==> src/rtl/out_display.sv <==
// out_display: 8-bit value to three-digit multiplexed 7-segment display.
// A double-dabble FSM converts a loaded byte to BCD in 8 cycles, and a free
// running scan walks units -> tens -> hundreds, driving one digit per slot.

// Per-digit segment decoder: nibble to {g,f,e,d,c,b,a}, with blanking.
module out_display_seg (
    input  logic [3:0] nib,
    input  logic       blank,
    output logic [6:0] code
);
    // Digits 0..9 decode normally; anything above 9 shows a dash.
    always_comb begin
        code = 7'b1000000;
        if (blank) begin
            code = 7'b0000000;
        end else begin
            case (nib)
                4'd0:    code = 7'b0111111;
                4'd1:    code = 7'b0000110;
                4'd2:    code = 7'b1011011;
                4'd3:    code = 7'b1001111;
                4'd4:    code = 7'b1100110;
                4'd5:    code = 7'b1101101;
                4'd6:    code = 7'b1111101;
                4'd7:    code = 7'b0000111;
                4'd8:    code = 7'b1111111;
                4'd9:    code = 7'b1101111;
                default: code = 7'b1000000;
            endcase
        end
    end
endmodule

module out_display #(
    parameter int SCAN_DIV = 1024,
    parameter int BLANK_LZ = 1
) (
    input  logic        clk,
    input  logic        clr,
    input  logic [7:0]  din,
    input  logic        ld,
    output logic        busy,
    output logic [11:0] bcd,
    output logic [6:0]  seg,
    output logic [2:0]  low_dig_en
);
    localparam int NUM_DIG = 3;
    localparam int CW      = $clog2(SCAN_DIV);

    typedef enum logic {IDLE, CONVERT} state_t;

    state_t                      state;
    logic [7:0]                  sh;
    logic [NUM_DIG-1:0][3:0]     scr;
    logic [NUM_DIG-1:0][3:0]     adj;
    logic [NUM_DIG-1:0][3:0]     scr_nx;
    logic [7:0]                  sh_nx;
    logic [2:0]                  step;
    logic [NUM_DIG-1:0][3:0]     bcd_r;

    logic [CW-1:0]               scan_cnt;
    logic [NUM_DIG-1:0]          dig_sel;
    logic [NUM_DIG-1:0]          dig_nx;
    logic [NUM_DIG-1:0]          blank;
    logic [NUM_DIG-1:0][6:0]     dec;
    logic [6:0]                  seg_nx;

    assign bcd        = bcd_r;
    assign low_dig_en = ~dig_sel;

    // Add-3 correction on every scratch nibble that would overflow on shift.
    for (genvar g = 0; g < NUM_DIG; g++) begin : g_adj
        assign adj[g] = (scr[g] >= 4'd5) ? scr[g] + 4'd3 : scr[g];
    end

    // One double-dabble step: shift {adjusted scratch, shift reg} left by 1.
    always_comb begin
        {scr_nx, sh_nx} = {adj, sh} << 1;
    end

    // Conversion FSM; bcd only ever takes the completed result.
    always_ff @(posedge clk or negedge clr) begin
        if (!clr) begin
            state <= IDLE;
            busy  <= 1'b0;
            sh    <= '0;
            scr   <= '0;
            step  <= '0;
            bcd_r <= '0;
        end else begin
            case (state)
                IDLE: begin
                    if (ld) begin
                        sh    <= din;
                        scr   <= '0;
                        step  <= '0;
                        busy  <= 1'b1;
                        state <= CONVERT;
                    end
                end
                CONVERT: begin
                    sh   <= sh_nx;
                    scr  <= scr_nx;
                    step <= step + 3'd1;
                    if (step == 3'd7) begin
                        bcd_r <= scr_nx;
                        busy  <= 1'b0;
                        state <= IDLE;
                    end
                end
                default: state <= IDLE;
            endcase
        end
    end

    // Leading-zero blanking: hundreds if zero, tens if hundreds and tens zero.
    always_comb begin
        blank    = '0;
        blank[2] = (BLANK_LZ != 0) && (bcd_r[2] == 4'd0);
        blank[1] = (BLANK_LZ != 0) && (bcd_r[2] == 4'd0) && (bcd_r[1] == 4'd0);
    end

    for (genvar g = 0; g < NUM_DIG; g++) begin : g_dec
        out_display_seg u_seg (
            .nib   (bcd_r[g]),
            .blank (blank[g]),
            .code  (dec[g])
        );
    end

    // Next digit select and the code that digit will show.
    always_comb begin
        dig_nx = {dig_sel[NUM_DIG-2:0], dig_sel[NUM_DIG-1]};
        seg_nx = '0;
        for (int i = 0; i < NUM_DIG; i++) begin
            if (dig_nx[i]) seg_nx = seg_nx | dec[i];
        end
    end

    // Free-running scan; digit and its segments change together on wrap.
    always_ff @(posedge clk or negedge clr) begin
        if (!clr) begin
            scan_cnt <= '0;
            dig_sel  <= 3'b001;
            seg      <= 7'b0111111;
        end else if (scan_cnt == CW'(SCAN_DIV - 1)) begin
            scan_cnt <= '0;
            dig_sel  <= dig_nx;
            seg      <= seg_nx;
        end else begin
            scan_cnt <= scan_cnt + 1'b1;
        end
    end
endmodule

==> config.mk <==
export PLATFORM = sky130hd
export DESIGN_NAME = out_display
export DESIGN_NICKNAME = d
export VERILOG_FILES = /design/src/rtl/out_display.sv
export SDC_FILE = /design/constraint.sdc
export NUM_CORES = 1
export LEC_CHECK = 0
export CAP_MARGIN = 10
export CORE_MARGIN = 3
export CORE_UTILIZATION = 60
export CTS_CLUSTER_DIAMETER = 80
export DETAILED_ROUTE_END_ITERATION = 10
export HOLD_SLACK_MARGIN = 0.15
export PLACE_DENSITY_LB_ADDON = 0.1
export SETUP_SLACK_MARGIN = 0.02
export SLEW_MARGIN = 20
export SYNTH_ARGS = -nofsm -noshare
export SYNTH_HDL_FRONTEND = slang
export SYNTH_SLANG_ARGS = --single-unit
==> constraint.sdc <==
create_clock -name clk -period 3.4 [get_ports clk]
set_clock_uncertainty 0.15 [all_clocks]
set_input_delay 0.85 -clock clk [delete_from_list [all_inputs] [get_ports clk]]
set_output_delay 0.85 -clock clk [all_outputs]
set_load 0.01 [all_outputs]
==> flow_summary.json <==
{
  "outcome": "completed",
  "core.rowCount": 26,
  "synth_largest_area_cell": "dfrtp_1",
  "totalPowerFinal_mw": 3.00,
  "final_cell_area_um2": 3810,
  "firstDrtPassIters": 4,
  "grt_overflow": 0,
  "syn_inst": 324,
  "num-nets-final": 391,
  "postCtsResizedCells": 0,
  "ratio_of_cells_with_drive_above_1_in_the_final_layout_pct": 12.2,
  "fmaxAchievable_ghz": 0.398,
  "num_io_pins": 34,
  "grt_pass1_wl_um": 10200,
  "pre_cts_ws_ns": 0.939,
  "grt_pass1_vias": 2229,
  "cp_num_buf_inv": 1,
  "die_area_um2": 6340,
  "area_taken_by_flip_flops_and_latches_um2": 1440,
  "gp_congestion": 0.793,
  "post_synth_main_area_contributors": "dfrtp_1 (38%), ha_1 (9.2%), dfstp_2 (5.7%), mux2i_1 (5.2%), o21ai_0 (4.2%)",
  "globalRouteTotalUtil_pct": 20.7,
  "max_slew.worst_pin.slew_ns": 0.642,
  "critPathMaxFanout": 13,
  "route.vias.total": 2423,
  "min_path_type": "register to register",
  "worst_skew_pair.late_latency_ns": 0.33,
  "final-max-slew-violation-count": 0,
  "r2r_setup_slack_ns": 1.27,
  "ys.flop_type": "dfrtp_1",
  "chipWidth_um": 79.6,
  "synth.avg_cell_area_um2": 10.0,
  "crit_path_start_kind": "register",
  "crit_path_max_delay_family": "buffers and inverters",
  "static-leakage-power_nw": 1.71,
  "worstHoldEndpoint": "scan_cnt[8]",
  "timing.max_slew.rel_slack_pct": 57.2,
  "grt_max_degree": 43,
  "cts.sinks": 57,
  "report.final.hold_viol_count": 0,
  "cts.reportedPaths.clkPinSlew_ns": 0.07,
  "clk_root_buf": "clkbuf_8",
  "port-buffer-count": 33,
  "min_delay_path_depth": 1,
  "post_synth_edffs": 0,
  "dp_cells": 415,
  "cts_hold_buf": 0,
  "setup_viol_count_final": 0,
  "required_ns": 2.40,
  "r2r-end": "seg[6]",
  "antenna_left": 0,
  "dpl.hpwl_um": 4310,
  "postCtsSetupBuffers": 0,
  "path_cells": "clkdlybuf4s50_1",
  "antenna-diode-count": 0,
  "hold_slack_ns": 0.337,
  "max_stage_delay_ns": 0.62,
  "worst_hold_startpoint": "scan_cnt[8]",
  "ys_seq_elements": 57,
  "synth_top_cell_area_share_pct": 38.5,
  "post_dp_cell_area_um2": 3640,
  "floorplan.core_area_um2": 5170,
  "final_util_pct": 73.6,
  "die_h_um": 79.6,
  "n_fill_cell": 354,
  "multiInputGateArea_um2": 1650,
  "synthesis.nets": 359,
  "dr.first_iter.drc_count": 135,
  "ff2ff_path_depth": 6,
  "crit-reg2reg-launch": "bcd[5]",
  "data_arrival_time_of_the_critical_path_ns": 1.51,
  "areaGrowthSynthToFinish_pct": 17.1,
  "yosysWarningCount": 0,
  "finalWorstSetupSlack_ns": 0.888,
  "power-per-cell-area_nw_per_um2": 787,
  "cts.htree.levels": 3,
  "route.detailed.drc": 0,
  "min_period_over_period_pct": 73.9,
  "cts_made_buffers": 9,
  "route.detailed.vias_per_inst": 5.62,
  "setup-tns-final_ns": 0,
  "start_util_pct": 62.9,
  "cp_slowest_cell": "clkdlybuf4s50_1",
  "syn_area_um2": 3250,
  "timing.max_cap.violations": 0,
  "tritoncts_clock_tree": "built",
  "timing.setup.critical_path_class": "register to primary output",
  "worstSetupEndpointType": "primary output",
  "antenna_found_initial": 0,
  "critical_path_depth": 1,
  "synth-seq-area-share_pct": 44.1,
  "synthArstFlopShare_pct": 100,
  "drt-total-wl_um": 5940,
  "final_min_period_ns": 2.51,
  "maximum_count_of_clock_buffers_along_a_single_path": 2,
  "stdcell_count": 431,
  "irDropWorstVdd_mv": 0.457,
  "rsz_0062_raised_after_global_routing": "no",
  "wl_per_cell_um": 13.8,
  "synth.distinct_cells": 47
}
-- cells in the mapped netlist (3+ instances only) --
| cell | number |
|---|---|
| nand2_1 | 26 |
| a32oi_1 | 3 |
| nor3_1 | 6 |
| a222oi_1 | 3 |
| inv_1 | 24 |
| ha_1 | 24 |
| a21o_1 | 8 |
| mux2i_1 | 17 |
| nand2b_1 | 13 |
| nor3b_1 | 9 |
| dfstp_2 | 7 |
| nand3_1 | 4 |
| o211ai_1 | 3 |
| xnor2_1 | 7 |
| a21oi_1 | 13 |
| clkbuf_1 | 9 |
| dfrtp_1 | 50 |
| o22ai_1 | 4 |
| nor2_1 | 16 |
| buf_2 | 4 |
| a22o_1 | 4 |
| mux2_2 | 10 |
| o21ai_0 | 27 |
| a31oi_1 | 4 |
-- worst max-delay path by stage --
stage	start	to	slack, ns
final	bcd[7]	bcd[7]	0.89
after global routing	bcd[7]	bcd[7]	0.82
after CTS	bcd[6]	bcd[6]	0.88
after detailed placement	ld	sh[2]	0.94
after global placement	ld	sh[7]	0.99
after floorplan	bcd[5]	seg[6]	1.47
-- cell type report --
type,instances,share of cell area [%]
Multi-Input combinational cell,226,43.4
Sequential cell,57,37.7
Timing Repair Buffer,37,9.66
Clock buffer,11,3.71
Inverter,25,2.46
Tap cell,70,2.30
Clock inverter,5,0.821
-- layer usage --
metal	GRT usage (%)	part of all wire, %	vias up
li1	-	-	1203
met1	26.2	46	1157
met2	33.8	48	52
met3	4.97	4.3	11
met4	8.76	1.4	0
met5	0	0	-
-- sequential cells by signal, indices dropped and copies added (netlist names) --
name and count:
state 1, dig_sel 3, step 3, bcd 12, scr 12, seg 7, busy 1, scan_cnt 10
sh 8
-- where the power goes --
part           leakage [nW]  switching [mW]  internal (mW)
Clock                0.0891           0.270          0.281
Sequential            0.703           0.252          0.879
Combinational         0.917           0.643          0.671
-- layout by cell type (no fill, tap or decap), types with 2 or more instances in the layout --
cell type,instances
a211oi_1,2
a21o_1,8
a21oi_1,13
a222oi_1,3
a22o_1,4
a31oi_1,4
a32oi_1,3
buf_4,3
clkbuf_8,10
clkdlybuf4s50_1,32
clkinv_2,3
dfrtp_1,50
dfstp_2,7
ha_1,24
inv_1,24
mux2_2,10
mux2i_1,17
nand2_1,26
nand2b_1,13
nand3_1,4
nand4_1,2
nor2_1,16
nor2b_1,2
nor3_1,6
nor3b_1,9
o211ai_1,3
o21ai_0,27
o22ai_1,4
or3_1,2
xnor2_1,7
xor2_1,2
-- kinds of logic after synthesis --
logic type	synth area share [%]
xor gates and xnor gates	2.42
AOI/OAI and AO/OA	15.7
muxes	8.69
DFF	44.1
and+or+nand+nor	14.8
adders and majority gates	9.23
buffers and inverters	5.12
Power figures use the tool's default switching activity.
